<file path="src/rtl/mem_port_arbiter.sv">
// Arbiter sharing one single-ported memory between instruction fetch and the data stage.
// One outstanding transaction at a time: IDLE -> BUSY_D/BUSY_IF -> RESP -> IDLE.
module mem_port_arbiter #(
    parameter int ADDR_W     = 32,
    parameter int DATA_W     = 32,
    parameter int STARVE_LIM = 4,
    parameter int TIMEOUT    = 15
) (
    input  logic                clk,
    input  logic                reset,
    input  logic                if_req,
    input  logic [ADDR_W-1:0]   if_addr,
    input  logic                if_flush,
    output logic                if_ack,
    output logic [DATA_W-1:0]   if_rdata,
    input  logic                d_req,
    input  logic                d_we,
    input  logic [ADDR_W-1:0]   d_addr,
    input  logic [DATA_W-1:0]   d_wdata,
    input  logic [DATA_W/8-1:0] d_be,
    output logic                d_ack,
    output logic [DATA_W-1:0]   d_rdata,
    output logic                bus_err,
    output logic                mem_req,
    output logic                mem_we,
    output logic [ADDR_W-1:0]   mem_addr,
    output logic [DATA_W-1:0]   mem_wdata,
    output logic [DATA_W/8-1:0] mem_be,
    input  logic [DATA_W-1:0]   mem_rdata,
    input  logic                mem_ready
);
    localparam int BE_W = DATA_W / 8;
    localparam int SC_W = $clog2(STARVE_LIM + 1);
    localparam int TC_W = $clog2(TIMEOUT + 1);

    localparam logic [1:0] S_IDLE    = 2'd0;
    localparam logic [1:0] S_BUSY_D  = 2'd1;
    localparam logic [1:0] S_BUSY_IF = 2'd2;
    localparam logic [1:0] S_RESP    = 2'd3;

    typedef struct packed {
        logic              we;
        logic [ADDR_W-1:0] addr;
        logic [DATA_W-1:0] wdata;
        logic [BE_W-1:0]   be;
    } mreq_t;

    logic [1:0]        state;
    logic [SC_W-1:0]   starve_cnt;
    logic [TC_W-1:0]   tmo_cnt;
    logic              drop;
    logic              err;
    logic              owner_if;
    logic [DATA_W-1:0] rdata_q;
    mreq_t             req_q;
    mreq_t             gnt_req;

    logic fetch_ok, fetch_forced, grant_d, grant_if, busy, tmo_hit, resp;

    // A flushing fetch is invisible to arbitration in that cycle.
    assign fetch_ok     = if_req && !if_flush;
    assign fetch_forced = fetch_ok && (starve_cnt == SC_W'(STARVE_LIM));
    assign grant_d      = (state == S_IDLE) && d_req && !fetch_forced;
    assign grant_if     = (state == S_IDLE) && fetch_ok && !grant_d;
    assign busy         = (state == S_BUSY_D) || (state == S_BUSY_IF);
    assign tmo_hit      = busy && !mem_ready && (tmo_cnt == TC_W'(TIMEOUT - 1));
    assign resp         = (state == S_RESP);

    always_comb begin
        gnt_req = '0;
        if (grant_d) begin
            gnt_req.we    = d_we;
            gnt_req.addr  = d_addr;
            gnt_req.wdata = d_wdata;
            gnt_req.be    = d_be;
        end else begin
            gnt_req.addr  = if_addr;
            gnt_req.be    = '1;
        end
    end

    always_ff @(posedge clk or posedge reset) begin
        if (reset) begin
            state      <= S_IDLE;
            starve_cnt <= '0;
            tmo_cnt    <= '0;
            drop       <= 1'b0;
            err        <= 1'b0;
            owner_if   <= 1'b0;
            rdata_q    <= '0;
            req_q      <= '0;
        end else begin
            case (state)
                S_IDLE: begin
                    tmo_cnt <= '0;
                    err     <= 1'b0;
                    if (grant_d || grant_if) begin
                        state    <= grant_d ? S_BUSY_D : S_BUSY_IF;
                        owner_if <= grant_if;
                        req_q    <= gnt_req;
                    end
                end
                S_BUSY_D, S_BUSY_IF: begin
                    // A flushed fetch still runs to completion on the memory side.
                    if (state == S_BUSY_IF && if_flush) drop <= 1'b1;
                    if (!mem_ready) tmo_cnt <= tmo_cnt + 1'b1;
                    if (mem_ready) begin
                        state   <= S_RESP;
                        rdata_q <= mem_rdata;
                    end else if (tmo_hit) begin
                        state   <= S_RESP;
                        err     <= 1'b1;
                        rdata_q <= '0;
                    end
                end
                default: begin
                    state <= S_IDLE;
                    drop  <= 1'b0;
                end
            endcase

            if (!if_req || grant_if)
                starve_cnt <= '0;
            else if (grant_d && starve_cnt != SC_W'(STARVE_LIM))
                starve_cnt <= starve_cnt + 1'b1;
        end
    end

    assign mem_req   = busy;
    assign mem_we    = req_q.we;
    assign mem_addr  = req_q.addr;
    assign mem_wdata = req_q.wdata;
    assign mem_be    = req_q.be;

    // Flush arriving during RESP still has to kill the fetch ack in that same cycle.
    assign if_ack   = resp && owner_if && !drop && !if_flush;
    assign d_ack    = resp && !owner_if;
    assign bus_err  = err && (if_ack || d_ack);
    assign if_rdata = rdata_q;
    assign d_rdata  = rdata_q;

endmodule

</file>
<file path="config.mk">
export PLATFORM = sky130hd
export DESIGN_NAME = mem_port_arbiter
export DESIGN_NICKNAME = d
export VERILOG_FILES = /design/src/rtl/mem_port_arbiter.sv
export SDC_FILE = /design/constraint.sdc
export NUM_CORES = 1
export LEC_CHECK = 0
export BUFFER_PORTS_ARGS = -buffer_cell sky130_fd_sc_hd__buf_2
export CORE_MARGIN = 4
export CORE_UTILIZATION = 50
export DETAILED_ROUTE_END_ITERATION = 8
export GPL_ROUTABILITY_DRIVEN = 0
export PLACE_DENSITY = 0.86
export SLEW_MARGIN = 25
export SYNTH_ARGS = -nofsm -noshare
export SYNTH_HDL_FRONTEND = slang
export SYNTH_SLANG_ARGS = --single-unit
</file>
<file path="constraint.sdc">
create_clock -name clk -period 8.1 [get_ports clk]
set_input_delay 0.81 -clock clk [delete_from_list [all_inputs] [get_ports clk]]
set_output_delay 0.81 -clock clk [all_outputs]
set_load 0.02 [all_outputs]
</file>
==> key figures, run 1 <==
Outcome
  – Status: finished, final reports clean

STA
  – Fmax: ~350 MHz
  – Max-slew headroom: between 30% and 40%
  – Setup TNS: 0 ps
  – Worst clock skew: 8.06 ps
  – Post-route minimum period: 2860 ps
  – Final period util: 35.4%
  – RSZ-0062 raised after global routing: false
  – Hold Slack: 374 ps
  – Slew Viols, Final: 0
  – Final Worst Setup Slack: 5240 ps
  – Slew at the pin closest to its max-slew limit: 909 ps
  – Endpoints failing setup: 0
  – Final hold vios: 0

Clock network
  – Worst skew pair latency: 520 ps
  – CTS root buf: clkbuf_8
  – H-tree levels: 4
  – CTS buffer count: 17
  – Longest Clk Path Bufs: 2
  – Post-CTS sizing: 0
  – CTS tree: built
  – Reg clk slew, reported paths: about 60 ps
  – Clk sinks: 113
  – Setup bufs post-CTS: 0
  – # hold bufs at CTS: 0

Worst setup path
  – CP max FO: just over 40
  – WP data required: approximately 8500 ps
  – Critical path endpoint category: flip-flop
  – Worst setup path category: flip-flop to flip-flop
  – Worst Path Arrival: 3310 ps
  – R2r setup slk: 5240 ps
  – Crit start category: flip-flop

Floorplanning
  – Full die area: ~13,000 um^2
  – Die Wd: 114 um
  – Site Rows: 38
  – Initial core utilization: approximately half
  – IO Count: 276
  – Die Ht: 114 um
  – Core Box Area: around 11,000 um^2

Drt
  – Drt first pass iters: 4
  – Vias per inst: 5.73
  – Drt wl/cell: roughly 18 um
  – Number of DRC markers in iteration 0: 421
  – Final ANT Viol Nets: 0
  – Final wirelength: 15.3 mm
  – Vias: 4,795
  – DRC violation count after routing: 0

Logic synthesis
  – Synth Cell Area: 5610 um^2
  – Netlist cell types: 46
  – EDFF count, synth: 0
  – Asr flop ratio synth: 100%
  – Seq cells post-synth: 113
  – Synth Area per Inst: 12.1 um^2
  – Synth Instances: 465
  – Most frequently used flop master after synthesis: dfrtp_1
  – Seq/Total Area, Yosys: a little over 50%
  – Net Count, Synth: 613
  – Synth warnings: 0

Layout
  – Layout area overhead: 29.2%
  – Post-layout util: ~67%
  – Fin nets: 833
  – Ratio of cells with drive above 1 in the final layout: 50.1%
  – Multi-input gate area: ~2300 um^2
  – Fillers: 814
  – Register area: 2830 um^2
  – # diodes: 0

Global route
  – Vias in the first global route: approximately 4.8k
  – Largest net degree at the start of global routing: 63
  – Global route overflow: 0
  – Initial antenna violation count: 0
  – Tot GR Track Use: about 23%
  – First-pass GRT wire length: roughly 24 mm

Flow run
  – Maxcap violations: 0

Pwr
  – Leakage: 3.72 nW
  – Maximum vdd drop: 0.252 mV
  – Cell Pwr Density: 456 nW/um^2

Placement
  – Port bufs: 275
  – Dpl hpwl: between 10 and 15 mm
  – Dpl ws: 4360 ps

Hold path
  – HP Class: input port to asynchronous set/reset pin
## registers in the layout, indices dropped and copies added (netlist names)
name	cells
mem_be	4
owner_if	1
state	2
err	1
starve_cnt	3
drop	1
mem_addr	32
tmo_cnt	4
mem_we	1
mem_wdata	32
d_rdata	32
## worst paths after layout
check	cells past startpoint	endpoint	startpoint
max reg2reg	5	mem_wdata[23]	state[0]
max in group asynchronous	3	mem_addr[1]	reset
max	5	mem_wdata[23]	state[0]
min	2	mem_wdata[9]	reset
min in group clk	1	mem_be[3]	mem_be[3]
min reg2reg	1	mem_be[3]	mem_be[3]
## critical path: stages, from the launching register on
cell	delay, ps
dfrtp_1	420
inv_1	130
ha_2	630
nand2_2	570
nor2_4	740
a22o_1	270
## metrics by stage
stage,std cells,area [um^2],total power (W)
6_report,837,7240,0.00330
5_1_grt,837,7240,0.00349
4_1_cts,837,7240,0.00333
3_5_place_dp,806,6700,0.00264
3_3_place_gp,806,6690,0.00258
2_1_floorplan,465,5610,0.00225
## layout make-up
| class | count | share of cell area (%) |
|---|---|---|
| clock buffer | 25 | 6.68 |
| clock inverter | 6 | 0.760 |
| inverter | 10 | 0.553 |
| timing repair buffer | 278 | 19.3 |
| multi-input combinational | 265 | 31.2 |
| tap | 140 | 2.42 |
| sequential | 113 | 39.0 |
## cell usage after synthesis (2+ instances only)
cell	instances	share of area [%]
a22o_1	66	10
xor2_1	2	0.31
nand2_1	7	0.47
buf_8	3	0.80
a2bb2oi_1	2	0.31
a2bb2oi_2	30	8.0
a21oi_1	2	0.18
buf_6	4	0.80
o211ai_1	3	0.40
o22a_1	4	0.62
dfrtp_1	113	50
ha_1	9	2.0
nand3_1	4	0.36
nor2b_1	3	0.33
a221oi_1	32	5.0
clkbuf_1	21	1.4
mux2i_1	2	0.36
inv_1	8	0.54
a21boi_0	3	0.40
nor2_1	3	0.20
nand2b_1	4	0.45
buf_4	33	4.4
buf_2	16	1.4
and3_1	33	3.7
and2_1	3	0.33
inv_2	2	0.13
o21ai_0	34	3.0
## report_power, final
part / total, W / leakage, nW / switching, W / internal, W
clock network: 0.000670 / 0.272 / 0.000236 / 0.000434
logic: 0.00162 / 2.08 / 0.000967 / 0.000654
registers: 0.00101 / 1.37 / 0.000182 / 0.000831
## placed cells by master, fill, tap and decap left out, types with 2 or more instances in the layout
cell type	netlist	layout
a22o_1	66	66
o21ai_0	34	34
ha_1	9	8
buf_2	16	275
xor2_1	2	2
nand2b_1	4	4
and3_1	33	33
inv_2	2	2
a2bb2oi_2	30	30
dfrtp_1	113	113
nor2b_1	3	3
clkbuf_16	0	16
o21ai_4	1	2
a21oi_1	2	2
a221oi_1	32	32
o211ai_1	3	3
clkbuf_1	21	4
buf_4	33	3
a2bb2oi_1	2	2
nand3_1	4	4
nor2_1	3	3
mux2i_1	2	2
clkinv_2	0	5
clkbuf_8	0	5
a21boi_0	3	3
o22a_1	4	4
nand2_1	7	6
and2_1	3	2
inv_1	8	7
## routing by layer
metal,share of wire [%],vias to the layer above,GRT usage [%]
met5,0,-,0
met4,2.2,0,10.2
met3,9.4,30,7.00
met2,51,261,40.3
met1,38,2322,26.5
li1,-,2182,-
## cell families after synthesis
family | Yosys count | synth area share [%]
xor+xnor | 2 | 0.312
mux | 3 | 0.558
compound gates | 187 | 30.1
flops | 113 | 50.4
buf+inv | 87 | 9.53
simple gates | 64 | 7.01
fa+ha+maj | 9 | 2.01
No activity file was read; power rests on OpenSTA's default activity.
==> run 2, diff against run 1 <==
Settings changed: CORE_UTILIZATION 50 to 42, PLACE_DENSITY 0.86 to 0.77.
Clock period 8.1 ns to 2.3 ns, I/O delays scaled along.
==> run 2 against run 1 <==
Clock power increased to 4.1 times the previous value. Die area increased by 18%. Critical path depth unchanged. Critical path type is now flip-flop to output pin. Largest cell class unchanged.
==> key figures, run 2 (synthesis gave the netlist of run 1 again) <==
Worst setup path
  – Crit-path slowest cell: dfrtp_1
  – Critical path endpoint category: output pin
  – Reg-to-reg critical path startpoint: starve_cnt[0]
  – Critical path capture point: bus_err
  – Max incr delay on CP: 420 ps (-320 ps)
  – Worst Path Arrival: 1830 ps (-1480 ps)
  – R2r setup slk: 360 ps (-4880 ps)
  – Worst setup path category: flip-flop to output pin
  – WP data required: 2070 ps (-6470 ps)
  – Crit start category: flip-flop
  – Critical Path Start: state[0]
  – CP max FO: 4 (-90%)
  – CP Cell Sequence: ha_1, nor4bb_1, buf_4, o21a_1, buf_2
  – RR Endpoint: mem_wdata[25]
  – Worst r2r path cells: 5 (unchanged)

Layout
  – Layout area overhead: 33.0%
  – Final instance area: 7460 um^2 (+2.9%)
  – Fillers: 1,057 (+30%)
  – Register area: 2830 um^2 (unchanged)
  – Fin nets: 845 (+1.4%)
  – Ratio of cells with drive above 1 in the final layout: 50.6% (+0.49 points)
  – Fin cells: 881 (+5.3%)
  – Commonest non-fill, non-tap cell in the layout: buf_2
  – Highest-count cells in the layout ignoring fill and taps: buf_2, dfrtp_1, a22o_1, o21ai_0, and3_1
  – Multi-input gate area: 2250 um^2 (-0.66%)

Global route
  – Global route overflow: 0 (unchanged)
  – Grt met2 use: 35.5% (-4.8 points)
  – First-pass GRT wire length: 24.7 mm (+3.5%)
  – Vias in the first global route: 4,783 (+0.27%)
  – Largest net degree at the start of global routing: 98 (+56%)
  – Initial antenna violation count: 1 (+1)
  – Busiest grt layer: met2
  – Tot GR Track Use: 20.8% (-2.4 points)
  – M3 GR Usage: 5.63% (-1.4 points)
  – M1 GR Usage: 25.2% (-1.3 points)

Drt
  – Vias per inst: 5.58 (-2.5%)
  – DRC violation count after routing: 0 (unchanged)
  – Final ANT Viol Nets: 0 (unchanged)
  – Drt first pass iters: 5 (+1)
  – Vias: 4,920 (+2.6%)
  – Drt wl/cell: 18.7 um (+2.0%)
  – Final wirelength: 16.4 mm (+7.3%)
  – Number of DRC markers in iteration 0: 439 (+4.3%)

Placement
  – Inst Count DP: 849 (+5.3%)
  – Port bufs: 275 (unchanged)
  – Dpl hpwl: 11.9 mm (+11%)
  – Dpl cell area: 6830 um^2 (+1.9%)

Clock network
  – Post-CTS sizing: 0 (unchanged)
  – Longest Clk Path Bufs: 2 (unchanged)
  – Worst skew pair latency: 410 ps (-110 ps)
  – Setup bufs post-CTS: 0 (unchanged)
  – Clk sinks: 113 (unchanged)
  – CTS root buf: clkbuf_16
  – # hold bufs at CTS: 1 (+1)
  – CTS buffer count: 17 (unchanged)
  – Reg clk slew, reported paths: 50 ps (about the same)
  – CTS tree: built
  – H-tree levels: 4 (unchanged)

Hold path
  – Hold path start: mem_rdata[5]
  – HP Class: input port to flip-flop

Floorplanning
  – Die Ht: 124 um (+8.5%)
  – Full die area: 15,300 um^2 (+18%)
  – IO Count: 276 (unchanged)
  – Die Wd: 124 um (+8.5%)
  – Site Rows: 41 (+7.9%)
  – Core Box Area: 12,800 um^2 (+18%)
  – Initial core utilization: 43.7% (-7.8 points)

STA
  – Fmax: ~490 MHz
  – Slew at the pin closest to its max-slew limit: 863 ps (-45.9 ps)
  – Final hold vios: 0 (unchanged)
  – RSZ-0062 raised after global routing: false
  – Slew Viols, Final: 0 (unchanged)
  – Worst clock skew: 6.93 ps (-1.13 ps)
  – Post-route minimum period: 2060 ps
  – Setup TNS: 0 ps (unchanged)
  – Endpoints failing setup: 0 (unchanged)
  – Final period util: 89.5%
  – Max-slew headroom: 42.2% (+3.1 points)

Pwr
  – Logic pwr share: 48.0% (-1.1 points)
  – Power Total: 0.0121 W (+270%)
  – NetSw: 0.00499 W (+260%)
  – Leakage: 3.81 nW (+2.4%)
  – Clock power frac: 22.6% (+2.3 points)
  – Maximum vdd drop: 0.699 mV (+180%)
  – Int Power: 0.00712 W (+270%)
  – Switching share of power: 41.2% (-0.74 points)
  – Sequential share of power: 29.5% (-1.2 points)
  – Cell Pwr Density: 1620 nW/um^2 (+260%)

Flow run
  – Maxcap violations: 0 (unchanged)

Outcome
  – Status: finished, final reports clean
==> run 2: cell types whose count changed in the layout (fill, tap and decap cells not counted), moves of 2 or more <==
| cell | change |
|---|---|
| clkbuf_1 | -3 |
| buf_4 | +10 |
| clkbuf_8 | -3 |
| clkinvlp_4 | +2 |
| clkinv_2 | -2 |
| clkinv_4 | +2 |
| bufinv_16 | +3 |
==> run 2: area by class of cell <==
| class | instances | area share (%) |
|---|---|---|
| Sequential cell | 113 | 37.9 |
| Antenna cell | 1 | 0.0336 |
| Tap cell | 172 | 2.89 |
| Inverter | 10 | 0.554 |
| Timing Repair Buffer | 290 | 20.2 |
| Clock inverter | 10 | 2.15 |
| Multi-Input combinational cell | 265 | 30.2 |
| Clock buffer | 20 | 6.13 |
==> run 2: worst min-delay path by stage <==
stage                              end  slack, ps  cells past startpoint
final                       d_rdata[5]         40                      2
after global routing      mem_wdata[3]         20                      2
after CTS                   d_rdata[5]         20                      2
after detailed placement  mem_wdata[9]        250                      2
after global placement    mem_wdata[3]        230                      2
after floorplan             tmo_cnt[1]        320                      1
==> run 2: stage by stage <==
stage | utilization [%] | setup WS, ps | hold slack, ps
2_1_floorplan | - | 469 | 325
3_3_place_gp | 53.2 | 487 | 231
3_5_place_dp | 53.2 | 403 | 249
4_1_cts | 58.1 | 213 | 15.1
5_1_grt | 58.1 | 79.8 | 22.2
6_report | 58.1 | 243 | 38.6
==> run 2: critical path: cells and delay by family, from the launching register on <==
kind	cells	cell delay (ps)
AO/OA/AOI/OAI	1	110
adder cells (fa/ha/maj)	1	190
flip-flops	1	420
buffers and inverters	2	360
AND/OR/NAND/NOR	1	340
==> run 2: power groups by stage <==
stage / sequential, W / combinational [W] / clock (W)
floorplan: 0.00454 / 0.00339 / 0
global placement: 0.00354 / 0.00569 / 0
detailed placement: 0.00358 / 0.00584 / 0
CTS: 0.00357 / 0.00586 / 0.00279
global route: 0.00368 / 0.00625 / 0.00289
finish: 0.00357 / 0.00581 / 0.00273
==> run 2: per-layer routing <==
metal  vias up  wire, um
li1       2219         -
met1      2422      6310
met2       252      8480
met3        27      1360
met4         0       278
met5         -         0
==> run 3, diff against run 2 <==
Settings changed: BUFFER_PORTS_ARGS -buffer_cell sky130_fd_sc_hd__buf_2 to default, CORE_UTILIZATION 42 to 57, DONT_BUFFER_PORTS from default to 1, PLACE_DENSITY 0.77 to 0.75.
==> run 3 against run 2 <==
Sequential share of layout area rose by 2.1 points. Critical path depth fell by 1. Setup slack got worse by 85 ps. Hold slack improved by 29 ps. Die area fell by 25%.
==> key figures, run 3 (synthesis gave the netlist of run 1 again) <==
Drt
  – Drt wl/cell: 23.9 um (+28%)
  – Final wirelength: 16.0 mm (-2.7%)
  – Vias: 4,384 (-11%)
  – Number of DRC markers in iteration 0: 315 (-28%)
  – Final ANT Viol Nets: 0 (unchanged)
  – DRC violation count after routing: 0 (unchanged)
  – Drt first pass iters: 6 (+1)
  – Vias per inst: 6.56 (+18%)

Pwr
  – Power Total: 0.0111 W (-8.2%)
  – Cell Pwr Density: 1570 nW/um^2 (-3.2%)
  – Leakage: 3.11 nW (-18%)
  – Maximum vdd drop: 0.693 mV (-0.76%)

Clock network
  – Setup bufs post-CTS: 0 (unchanged)
  – CTS buffer count: 17 (unchanged)
  – # hold bufs at CTS: 105 (+104)
  – H-tree levels: 4 (unchanged)
  – Post-CTS sizing: 0 (unchanged)
  – CTS root buf: clkbuf_8
  – Reg clk slew, reported paths: 50 ps (about the same)
  – Clk sinks: 113 (unchanged)
  – Worst skew pair latency: 500 ps (+90 ps)
  – Longest Clk Path Bufs: 2 (unchanged)
  – CTS tree: built

Flow run
  – Maxcap violations: 0 (unchanged)

Worst setup path
  – CP max FO: 4 (unchanged)
  – Critical path endpoint category: output pin
  – Worst Path Arrival: 1910 ps (+80 ps)
  – Crit start category: flip-flop
  – Worst setup path category: flip-flop to output pin
  – WP data required: 2070 ps (about the same)
  – Worst r2r path cells: 5 (unchanged)

STA
  – Max-slew headroom: 39.8% (-2.4 points)
  – Hold Slack: 67.4 ps (+28.7 ps)
  – Final period util: 93.1% (+3.7 points)
  – Post-route minimum period: 2140 ps (+84.9 ps)
  – Setup TNS: 0 ps (unchanged)
  – RSZ-0062 raised after global routing: false
  – Fmax: 467 MHz (-4.0%)
  – Slew Viols, Final: 0 (unchanged)
  – Slew at the pin closest to its max-slew limit: 900 ps (+36.3 ps)
  – Worst clock skew: 8.86 ps (+1.93 ps)
  – Final hold vios: 0 (unchanged)
  – Endpoints failing setup: 0 (unchanged)

Layout
  – Layout area overhead: 26.1%
  – Final instance area: 7070 um^2 (-5.2%)
  – Highest-count cells in the layout ignoring fill and taps: dfrtp_1, dlygate4sd3_1, a22o_1, o21ai_0, and3_1
  – Commonest non-fill, non-tap cell in the layout: dfrtp_1
  – # diodes: 0 (-1)
  – Ratio of cells with drive above 1 in the final layout: 16.0% (-35 points)
  – Fin nets: 674 (-20%)
  – Post-layout util: 75.1% (+17 points)

Global route
  – Busiest grt layer: met2
  – Grt met2 use: 47.5% (+12 points)
  – Initial antenna violation count: 0 (-1)
  – Vias in the first global route: 4,573 (-4.4%)
  – Tot GR Track Use: 27.7% (+6.8 points)
  – Global route overflow: 0 (unchanged)
  – M1 GR Usage: 31.8% (+6.6 points)
  – Largest net degree at the start of global routing: 114 (+16%)
  – M3 GR Usage: 9.27% (+3.6 points)
  – First-pass GRT wire length: 24.9 mm (+1.0%)

Hold path
  – Hold path depth: 2 (unchanged)
  – HP Class: input port to flip-flop

Placement
  – Dpl cell area: 5400 um^2 (-21%)
  – Dpl hpwl: 9.54 mm (-20%)
  – Port bufs: 0 (-100%)

Floorplanning
  – Core Box Area: 9420 um^2 (-27%)
  – IO Count: 276 (unchanged)
  – Site Rows: 35 (-15%)
  – Die Ht: 107 um (-13%)
  – Full die area: 11,500 um^2 (-25%)
  – Die Wd: 107 um (-13%)
  – Initial core utilization: 59.5% (+16 points)

Outcome
  – Status: finished, final reports clean
## run 3: changes by cell type in the layout (fill, tap and decap cells not counted), sizes merged
| cell | before | now |
|---|---|---|
| clkinv | 5 | 4 |
| clkinvlp | 2 | 4 |
| clkbuf | 20 | 19 |
| inv | 9 | 12 |
| buf | 289 | 14 |
| diode | 1 | 0 |
| bufinv | 4 | 3 |
| dlygate4sd3 | 1 | 105 |
## run 3: worst paths after layout
kind                                     from       endpoint  slack (ps)
worst max-delay path                 state[0]        bus_err         160
worst min register to register           drop           drop         510
max in group asynchronous               reset       state[0]        1470
min in group asynchronous               reset    d_rdata[16]         390
worst min-delay path                 if_flush       owner_if          70
worst max register to register  starve_cnt[0]  mem_wdata[23]         320
## run 3: cell type report
cell class	count	area, um^2
clock inverter	13	174
timing repair buffer	119	1170
sequential	113	2830
multi-input combinational	265	2260
clock buffer	19	442
inverter	10	41.3
fill	592	2340
tap	129	161
## run 3: through the flow
| stage | std cells | setup slack [ps] |
|---|---|---|
| 2_1_floorplan | 465 | 469 |
| 3_3_place_gp | 531 | 277 |
| 3_5_place_dp | 531 | 396 |
| 4_1_cts | 668 | 132 |
| 5_1_grt | 668 | 32.4 |
| 6_report | 668 | 158 |
## run 3: critical path: stages (launching register included)
cell and delay (ps):
dfrtp_1 400, ha_1 180, nor2b_1 500, o21a_1 190
buf_4 150
## run 3: metal layers
metal,vias to the layer above,part of all wire (%)
met2,258,51
met1,2214,37
li1,1878,-
met3,34,9.7
met4,0,2.6
met5,-,0
## run 3: report_power, final
part,internal [W],leakage [nW],total [W],switching [W]
Clock,0.00172,0.292,0.00268,0.000958
Sequential,0.00290,1.37,0.00520,0.00230
Combinational,0.00164,1.45,0.00324,0.00160
